## src/rtl/alarm_ringer.sv

```systemverilog
// Alarm annunciation: turns the comparator's level trigger into a ring / snooze /
// dismiss sequence with a square-wave buzzer and an unattended-ringing timeout.
module alarm_ringer #(
  parameter int BEEP_HALF        = 25_000_000,
  parameter int RING_TIMEOUT_MIN = 5,
  parameter int SNOOZE_MIN       = 9,
  parameter int MAX_SNOOZES      = 3,
  localparam int SC_W = (MAX_SNOOZES > 0) ? $clog2(MAX_SNOOZES + 1) : 1
) (
  input  logic            clk,
  input  logic            rst,
  input  logic            alarm_trigger,
  input  logic            minute_tick,
  input  logic            alarm_enable,
  input  logic            snooze_btn,
  input  logic            dismiss_btn,
  output logic            buzzer,
  output logic            ringing,
  output logic            snoozing,
  output logic [SC_W-1:0] snooze_count,
  output logic            missed
);

  localparam int MIN_MAX = (RING_TIMEOUT_MIN > SNOOZE_MIN) ? RING_TIMEOUT_MIN : SNOOZE_MIN;
  localparam int MIN_W   = $clog2(MIN_MAX + 1);
  localparam int BEEP_W  = (BEEP_HALF > 1) ? $clog2(BEEP_HALF) : 1;

  localparam logic [MIN_W-1:0]  MIN_SAT_C = MIN_W'(MIN_MAX);
  localparam logic [MIN_W-1:0]  RING_TO_C = MIN_W'(RING_TIMEOUT_MIN);
  localparam logic [MIN_W-1:0]  SNOOZE_C  = MIN_W'(SNOOZE_MIN);
  localparam logic [BEEP_W-1:0] BEEP_LAST = BEEP_W'(BEEP_HALF - 1);
  localparam logic [SC_W-1:0]   SC_MAX_C  = SC_W'(MAX_SNOOZES);

  typedef enum logic [1:0] {
    IDLE    = 2'd0,
    RINGING = 2'd1,
    SNOOZE  = 2'd2
  } state_t;

  state_t            state_r;
  logic              trig_r;
  logic              start_r;
  logic [MIN_W-1:0]  min_cnt_r;
  logic [BEEP_W-1:0] beep_cnt_r;
  logic [SC_W-1:0]   snooze_count_r;
  logic              buzzer_r;
  logic              ringing_r;
  logic              snoozing_r;
  logic              missed_r;

  logic [MIN_W-1:0]  min_inc_s;
  logic              snooze_ok_s;
  logic              beep_last_s;

  // Saturating minute increment, snooze allowance and beep half-period end.
  always_comb begin
    min_inc_s   = min_cnt_r;
    snooze_ok_s = 1'b0;
    beep_last_s = 1'b0;
    if (min_cnt_r != MIN_SAT_C) begin
      min_inc_s = min_cnt_r + MIN_W'(1'b1);
    end else begin
      min_inc_s = min_cnt_r;
    end
    if (snooze_count_r < SC_MAX_C) begin
      snooze_ok_s = 1'b1;
    end else begin
      snooze_ok_s = 1'b0;
    end
    if (beep_cnt_r == BEEP_LAST) begin
      beep_last_s = 1'b1;
    end else begin
      beep_last_s = 1'b0;
    end
  end

  // Alarm state machine; trigger edge is registered so a ring starts one cycle after the first high sample.
  always_ff @(posedge clk or negedge rst) begin
    if (!rst) begin
      state_r        <= IDLE;
      trig_r         <= 1'b1;
      start_r        <= 1'b0;
      min_cnt_r      <= '0;
      beep_cnt_r     <= '0;
      snooze_count_r <= '0;
      buzzer_r       <= 1'b0;
      ringing_r      <= 1'b0;
      snoozing_r     <= 1'b0;
      missed_r       <= 1'b0;
    end else begin
      trig_r   <= alarm_trigger;
      start_r  <= alarm_trigger & ~trig_r;
      missed_r <= 1'b0;
      if (!alarm_enable) begin
        state_r        <= IDLE;
        min_cnt_r      <= '0;
        beep_cnt_r     <= '0;
        snooze_count_r <= '0;
        buzzer_r       <= 1'b0;
        ringing_r      <= 1'b0;
        snoozing_r     <= 1'b0;
      end else begin
        case (state_r)
          IDLE: begin
            if (start_r) begin
              state_r        <= RINGING;
              min_cnt_r      <= '0;
              beep_cnt_r     <= '0;
              snooze_count_r <= '0;
              buzzer_r       <= 1'b1;
              ringing_r      <= 1'b1;
              snoozing_r     <= 1'b0;
            end else begin
              min_cnt_r      <= '0;
              beep_cnt_r     <= '0;
              snooze_count_r <= '0;
              buzzer_r       <= 1'b0;
              ringing_r      <= 1'b0;
              snoozing_r     <= 1'b0;
            end
          end
          RINGING: begin
            if (dismiss_btn) begin
              state_r        <= IDLE;
              min_cnt_r      <= '0;
              beep_cnt_r     <= '0;
              snooze_count_r <= '0;
              buzzer_r       <= 1'b0;
              ringing_r      <= 1'b0;
            end else if (snooze_btn && snooze_ok_s) begin
              state_r        <= SNOOZE;
              min_cnt_r      <= '0;
              beep_cnt_r     <= '0;
              snooze_count_r <= snooze_count_r + SC_W'(1'b1);
              buzzer_r       <= 1'b0;
              ringing_r      <= 1'b0;
              snoozing_r     <= 1'b1;
            end else if (minute_tick && (min_inc_s >= RING_TO_C)) begin
              state_r        <= IDLE;
              min_cnt_r      <= '0;
              beep_cnt_r     <= '0;
              snooze_count_r <= '0;
              buzzer_r       <= 1'b0;
              ringing_r      <= 1'b0;
              missed_r       <= 1'b1;
            end else begin
              if (minute_tick) begin
                min_cnt_r <= min_inc_s;
              end else begin
                min_cnt_r <= min_cnt_r;
              end
              if (beep_last_s) begin
                beep_cnt_r <= '0;
                buzzer_r   <= ~buzzer_r;
              end else begin
                beep_cnt_r <= beep_cnt_r + BEEP_W'(1'b1);
              end
            end
          end
          SNOOZE: begin
            if (dismiss_btn) begin
              state_r        <= IDLE;
              min_cnt_r      <= '0;
              snooze_count_r <= '0;
              snoozing_r     <= 1'b0;
            end else if (minute_tick && (min_inc_s >= SNOOZE_C)) begin
              state_r    <= RINGING;
              min_cnt_r  <= '0;
              beep_cnt_r <= '0;
              buzzer_r   <= 1'b1;
              ringing_r  <= 1'b1;
              snoozing_r <= 1'b0;
            end else if (minute_tick) begin
              min_cnt_r <= min_inc_s;
            end else begin
              min_cnt_r <= min_cnt_r;
            end
          end
          default: begin
            state_r        <= IDLE;
            min_cnt_r      <= '0;
            beep_cnt_r     <= '0;
            snooze_count_r <= '0;
            buzzer_r       <= 1'b0;
            ringing_r      <= 1'b0;
            snoozing_r     <= 1'b0;
          end
        endcase
      end
    end
  end

  assign buzzer       = buzzer_r;
  assign ringing      = ringing_r;
  assign snoozing     = snoozing_r;
  assign snooze_count = snooze_count_r;
  assign missed       = missed_r;

endmodule

```

## config.mk

```make
export PLATFORM = sky130hd
export DESIGN_NAME = alarm_ringer
export DESIGN_NICKNAME = d
export VERILOG_FILES = /design/src/rtl/alarm_ringer.sv
export SDC_FILE = /design/constraint.sdc
export NUM_CORES = 1
export LEC_CHECK = 0
export ABC_CLOCK_PERIOD_IN_PS = 2860
export BUFFER_PORTS_ARGS = -buffer_cell sky130_fd_sc_hd__buf_4
export CORE_ASPECT_RATIO = 1.75
export CORE_UTILIZATION = 60
export CTS_BUF_LIST = sky130_fd_sc_hd__clkbuf_8 sky130_fd_sc_hd__clkbuf_16
export CTS_CLUSTER_DIAMETER = 30
export DETAILED_ROUTE_END_ITERATION = 10
export PLACE_DENSITY = 0.75
export SLEW_MARGIN = 20
export SYNTH_ARGS = -nofsm -noshare
export SYNTH_HDL_FRONTEND = slang
export SYNTH_SLANG_ARGS = --single-unit
```

## constraint.sdc

```tcl
create_clock -name clk -period 2.86 [get_ports clk]
set_clock_uncertainty 0.1 [all_clocks]
set_input_delay 0 -clock clk [delete_from_list [all_inputs] [get_ports clk]]
set_output_delay 0 -clock clk [all_outputs]
set_load 0.1 [all_outputs]
```

==> flow_metrics.env, run 1 <==
export IMPL_status="complete, no violations"
export IMPL_drive_above_1_share_pct=17.2
export IMPL_hold_path_class="in -> reg"
export IMPL_cts_buffer_depth=2
export IMPL_die_w_um=49.4
export IMPL_final_antenna_net_count=0
export IMPL_wire_per_inst_um=16.6
export IMPL_switchingPower_mw=0.379
export IMPL_hpwl_mm=3.82
export IMPL_p_comb_share_pct=19.3
export IMPL_start_util_pct=63.8
export IMPL_routed_via_density=6.25
export IMPL_cellPowerDensity_nw_per_um2=482
export IMPL_worstMarginPinSlew_ns=0.720
export IMPL_max_cap_violations=0
export IMPL_finalCriticalPeriod_ns=2.65
export IMPL_synthFlopType="dfrtp_1"
export IMPL_num_vias=2031
export IMPL_netlist_instances=252
export IMPL_pin_count=13
export IMPL_worstPathArrival_ns=2.73
export IMPL_p_leak_nw=1.26
export IMPL_rows=29
export IMPL_finalHoldWorstSlack_ns=0.0758
export IMPL_finalNonFillerCells=325
export IMPL_cp_data_required_time_ns=2.95
export IMPL_grt_pass1_wl_mm=9.07
export IMPL_diodes=0
export IMPL_ys_ff_latch=39
export IMPL_synth_fp_nets=268
export IMPL_core_um2=3700
export IMPL_routed_wl_mm=5.39
export IMPL_seq_area_frac_synth_pct=41.4
export IMPL_drc=0
export IMPL_globalRoute_totalOverflow=0
export IMPL_path_class="reg -> reg"
export IMPL_place_inst=311
export IMPL_ir_worst_vdd_mv=0.422
export IMPL_synth_edf_count=0
export IMPL_cts_sinks=39
export IMPL_synth_top_family_by_area="simple AND/OR/NAND/NOR gates"
export IMPL_max_freq_ghz=0.378
export IMPL_cp_end_kind="flop"
export IMPL_routabilityCongestion=0.898
export IMPL_antenna_found_initial=0
export IMPL_grt_util_all_layers_pct=28.6
export IMPL_first_pass_iters=4
export IMPL_switching_share_pct=29.4
export IMPL_synth_simple_area_share_pct=25.0
export IMPL_synth_compound_area_share_pct=20.1
export IMPL_fin_setup_tns_ns=0
export IMPL_pwr_share_clk_pct=35.0
export IMPL_h_tree_depth=2
export IMPL_fill_cells=308
export IMPL_synthesis_area_um2=2360
export IMPL_yosysWarningCount=0
export IMPL_p_int_mw=0.911
export IMPL_synth_distinct_cells=54
export IMPL_cts_buffers=5
export IMPL_maxSlewViolCount=0
export IMPL_synth_xor_area_share_pct=0.371
export IMPL_fin_crit_sh_pct=92.5
export IMPL_hold_viol=0
export IMPL_muxShareOfSynthArea_pct=3.76
export IMPL_cts_tree="yes"
export IMPL_synth_async_reset_ratio_pct=100
export IMPL_final_nets=294
export IMPL_syn_avg_cell_area_um2=9.37
export IMPL_grt_max_degree=40
export IMPL_area_growth_pct=13.4
export IMPL_slew_headroom_pct=51.8
export IMPL_cts_clk_slew_worst_paths_ns=0.08
export IMPL_rsz0062_at_grt="false"
export IMPL_synthAdderAreaFrac_pct=4.77
export IMPL_setup_viol=0
export IMPL_start_kind="flop"
export IMPL_final_common_cell="dfrtp_1"
export IMPL_seq_power_share_pct=45.8
export IMPL_design_die_area_um2=4200
export IMPL_path_max_fanout=9
export IMPL_initialDrtViolationCount=79
export IMPL_clock_latency_ns=0.30
export IMPL_fp_dieH_um=85.0
export IMPL_io_buffer_count=12
export IMPL_final_cell_mix="dfrtp_1 (38), nor2_1 (21), buf_4 (20)"
export IMPL_root_buffer="clkbuf_8"
export IMPL_grt_pass1_vias=2009
==> path summary, 6_finish.rpt <==
check	from	to	slack (ns)	cells after the start
setup / recovery	min_cnt_r[0]	beep_cnt_r[5]	0.21	8
setup reg to reg	min_cnt_r[0]	beep_cnt_r[5]	0.21	8
min in group asynchronous	rst	snooze_count[1]	0.10	2
hold reg to reg	trig_r	start_r	0.40	1
max in group asynchronous	rst	trig_r	2.20	2
hold / removal	dismiss_btn	state_r[0]	0.08	5
==> metrics by stage <==
step / total power, mW / setup slack [ns] / utilization (%) / instance area, µm²
2_1_floorplan: 0.775 / 0.345 / - / 2360
3_3_place_gp: 0.837 / 0.308 / 67.8 / 2510
3_5_place_dp: 0.842 / 0.254 / 67.8 / 2510
4_1_cts: 1.30 / 0.240 / 72.3 / 2680
5_1_grt: 1.34 / 0.0888 / 72.3 / 2680
6_report: 1.29 / 0.214 / 72.3 / 2680
==> power groups by stage <==
stage	Clock [mW]	Sequential, mW	Combinational (mW)
6_report	0.451	0.590	0.248
5_1_grt	0.479	0.592	0.271
4_1_cts	0.460	0.590	0.248
3_5_place_dp	0	0.601	0.241
3_3_place_gp	0	0.600	0.238
2_1_floorplan	0	0.651	0.124
==> worst max-delay path: stages (launching register included) <==
cell,delay (ns)
dfrtp_1,0.48
ha_1,0.23
a21bo_2,0.24
mux2i_1,0.25
nand4_1,0.26
and3_1,0.34
buf_4,0.22
and3_1,0.16
a221o_1,0.25
==> synthesized netlist by cell type (7+ instances only) <==
cell type / number / share of area, %
nand4_1: 8 / 2.1
nor2_1: 21 / 3.3
mux2_2: 7 / 3.3
ha_1: 9 / 4.8
nand3_1: 16 / 3.4
and3_1: 8 / 2.1
dfrtp_1: 38 / 40
o21ai_0: 13 / 2.8
nand2_1: 18 / 2.9
a21oi_1: 14 / 3.0
a22o_1: 8 / 3.0
nand2b_1: 7 / 1.9
inv_1: 13 / 2.1
==> cells by family (layout without fill, tap and decap cells) <==
kind of cell / after synthesis / after routing
and+or+nand+nor: 108 / 108
AOI/OAI and AO/OA: 67 / 67
DFF: 39 / 39
buffers and inverters: 20 / 47
adders and majority gates: 9 / 9
muxes: 8 / 8
xor gates and xnor gates: 1 / 1
==> metal layers <==
layer | global-route usage [%] | vias to the layer above | share of wire [%]
li1 | - | 982 | -
met1 | 31.8 | 995 | 40
met2 | 52.2 | 42 | 54
met3 | 4.30 | 12 | 3.0
met4 | 13.2 | 0 | 2.7
met5 | 0 | - | 0
==> area by class of cell <==
cell class,instances,area [µm²],area share [%]
Clock buffer,5,68.8,2.57
Clock inverter,3,37.5,1.40
Inverter,13,48.8,1.82
Multi-Input combinational cell,193,1280,47.7
Sequential cell,39,977,36.5
Tap cell,46,57.6,2.15
Timing Repair Buffer,26,210,7.85
==> sequential cells by signal, indices dropped and copies added (netlist names) <==
name,count
beep_cnt_r,25
buzzer,1
min_cnt_r,4
missed,1
ringing,1
snooze_count,2
snoozing,1
start_r,1
state_r,2
trig_r,1
==> timing repair <==
item                      in CTS  in global routing
resized for setup              0                  0
hold buffers                   6                  0
buffers inserted               0                  0
hold endpoints to repair      46                  0
No activity file was read; power rests on OpenSTA's default activity.
==> run 2, diff against run 1 <==
CORE_ASPECT_RATIO = not set   (was 1.75)
==> run 2 against run 1 <==
Against the previous run: routed wire length shrank 4.8%; setup slack gained 0.020 ns; first-iteration DRC count grew 140%; critical endpoint is now beep_cnt_r[10]; clock power shrank 10%; design area shrank 1.0%; combinational power is essentially flat.
==> flow_metrics.env, run 2 (synthesis results as in run 1) <==
export IMPL_path_class="reg -> reg"
export IMPL_wire_per_inst_um=15.8
export IMPL_cp_end_kind="flop"
export IMPL_area_growth_pct=12.2
export IMPL_ir_worst_vdd_mv=0.328
export IMPL_routabilityCongestion=0.797
export IMPL_design_die_area_um2=4190
export IMPL_setup_viol=0
export IMPL_path_max_fanout=11
export IMPL_num_vias=1980
export IMPL_drc=0
export IMPL_largest_register="beep_cnt_r"
export IMPL_p_int_mw=0.873
export IMPL_cts_buffers=5
export IMPL_top_regs="beep_cnt_r (25), min_cnt_r (4)"
export IMPL_fin_crit_sh_pct=91.8
export IMPL_start_kind="flop"
export IMPL_grt_util_all_layers_pct=28.1
export IMPL_drive_above_1_share_pct=17.4
export IMPL_worstMarginPinSlew_ns=0.751
export IMPL_fill_cells=289
export IMPL_routed_via_density=6.11
export IMPL_rsz0062_at_grt="false"
export IMPL_cts_clk_slew_worst_paths_ns=0.08
export IMPL_io_buffer_count=12
export IMPL_switchingPower_mw=0.371
export IMPL_pwr_share_clk_pct=32.7
export IMPL_hpwl_mm=3.69
export IMPL_max_freq_ghz=0.381
export IMPL_clock_latency_ns=0.29
export IMPL_p_comb_share_pct=20.0
export IMPL_cts_tree="yes"
export IMPL_worstPathArrival_ns=2.75
export IMPL_grt_pass1_wl_mm=8.96
export IMPL_cts_setup_buffers=0
export IMPL_core_um2=3720
export IMPL_max_cap_violations=0
export IMPL_hold_viol=0
export IMPL_antenna_found_initial=0
export IMPL_status="complete, no violations"
export IMPL_initialDrtViolationCount=187
export IMPL_finalHoldWorstSlack_ns=0.0280
export IMPL_grt_pass1_vias=1928
export IMPL_first_pass_iters=4
export IMPL_pin_count=13
export IMPL_hold_path_class="in -> reg"
export IMPL_h_tree_depth=2
export IMPL_diodes=0
export IMPL_maxSlewViolCount=0
export IMPL_switching_share_pct=29.8
export IMPL_cp_data_required_time_ns=2.98
export IMPL_final_nets=291
export IMPL_root_buffer="clkbuf_8"
export IMPL_finalCriticalPeriod_ns=2.63
export IMPL_fin_setup_tns_ns=0
export IMPL_largest_reg_flops=25
export IMPL_routed_wl_mm=5.13
export IMPL_cts_sinks=39
export IMPL_cellPowerDensity_nw_per_um2=469
export IMPL_die_w_um=64.7
export IMPL_rows=22
export IMPL_seq_power_share_pct=47.3
export IMPL_grt_max_degree=40
export IMPL_globalRoute_totalOverflow=0
export IMPL_p_leak_nw=1.24
export IMPL_final_common_cell="dfrtp_1"
export IMPL_cts_buffer_depth=2
export IMPL_final_cell_mix="dfrtp_1 (38), nor2_1 (21), nand2_1 (18), buf_4 (18), nand3_1 (16)"
export IMPL_fp_dieH_um=64.7
export IMPL_slew_headroom_pct=49.7
export IMPL_start_util_pct=63.5
export IMPL_final_antenna_net_count=0
-- run 2: cell types whose count changed in the layout (fill, tap and decap cells not counted) --
| cell | change |
|---|---|
| buf_4 | -2 |
| and3_1 | -1 |
| dlygate4sd3_1 | -1 |
| inv_1 | -1 |
| bufinv_16 | -1 |
| clkbuf_8 | +2 |
| and3_2 | +1 |
-- run 2: critical path: stages, from the launching register on --
cell and delay [ns]:
dfrtp_1 0.48, ha_1 0.21, nand2_1 0.09, a2111o_1 0.45, nand4_1 0.13, buf_4 0.14, nand3_1 0.08, nor2_1 0.59
a32o_1 0.28
-- run 2: metal layers --
| metal | global-route usage (%) | wire [µm] | up-vias |
|---|---|---|---|
| li1 | - | - | 982 |
| met1 | 39.3 | 2510 | 952 |
| met2 | 43.1 | 2320 | 39 |
| met3 | 5.28 | 224 | 7 |
| met4 | 10.3 | 70 | 0 |
| met5 | 0 | 0 | - |
-- run 2: final timing paths --
| path | end | slack, ns | from | cells past startpoint |
|---|---|---|---|---|
| worst min-delay path | missed | 0.03 | dismiss_btn | 4 |
| worst max register to register | beep_cnt_r[10] | 0.23 | min_cnt_r[0] | 8 |
| worst min register to register | start_r | 0.41 | trig_r | 1 |
| min in group asynchronous | min_cnt_r[3] | 0.10 | rst | 2 |
| max in group asynchronous | trig_r | 2.19 | rst | 2 |
| worst max-delay path | beep_cnt_r[10] | 0.23 | min_cnt_r[0] | 8 |
-- run 2: timing repair --
action,in CTS,in global routing
hold buffers,5,0
endpoints found under the setup margin,0,1
gates resized for setup,0,1
endpoints found under the hold margin,46,0
-- run 2: through the flow --
stage,power (mW),util (%),instance area (µm²),cells,worst slack (ns)
finish,1.24,71.3,2650,324,0.234
global route,1.30,71.3,2650,324,0.0879
CTS,1.25,71.2,2650,324,0.208
detailed placement,0.841,67.2,2500,311,0.225
global placement,0.836,67.2,2500,311,0.306
floorplan,0.775,-,2360,252,0.345
-- run 2: area by class of cell --
class                           instances  area (µm²)  area share (%)
Clock buffer                            7        96.3            3.64
Multi-Input combinational cell        193        1280            48.2
Timing Repair Buffer                   23         185            6.99
Tap cell                               48        60.1            2.27
Sequential cell                        39         977            36.9
Clock inverter                          1        3.75           0.142
Inverter                               13        48.8            1.84
-- run 2: power groups by stage --
stage / registers, mW / clock network (mW) / logic, mW
2_1_floorplan: 0.651 / 0 / 0.124
3_3_place_gp: 0.599 / 0 / 0.237
3_5_place_dp: 0.599 / 0 / 0.241
4_1_cts: 0.589 / 0.410 / 0.248
5_1_grt: 0.591 / 0.434 / 0.272
6_report: 0.588 / 0.406 / 0.249
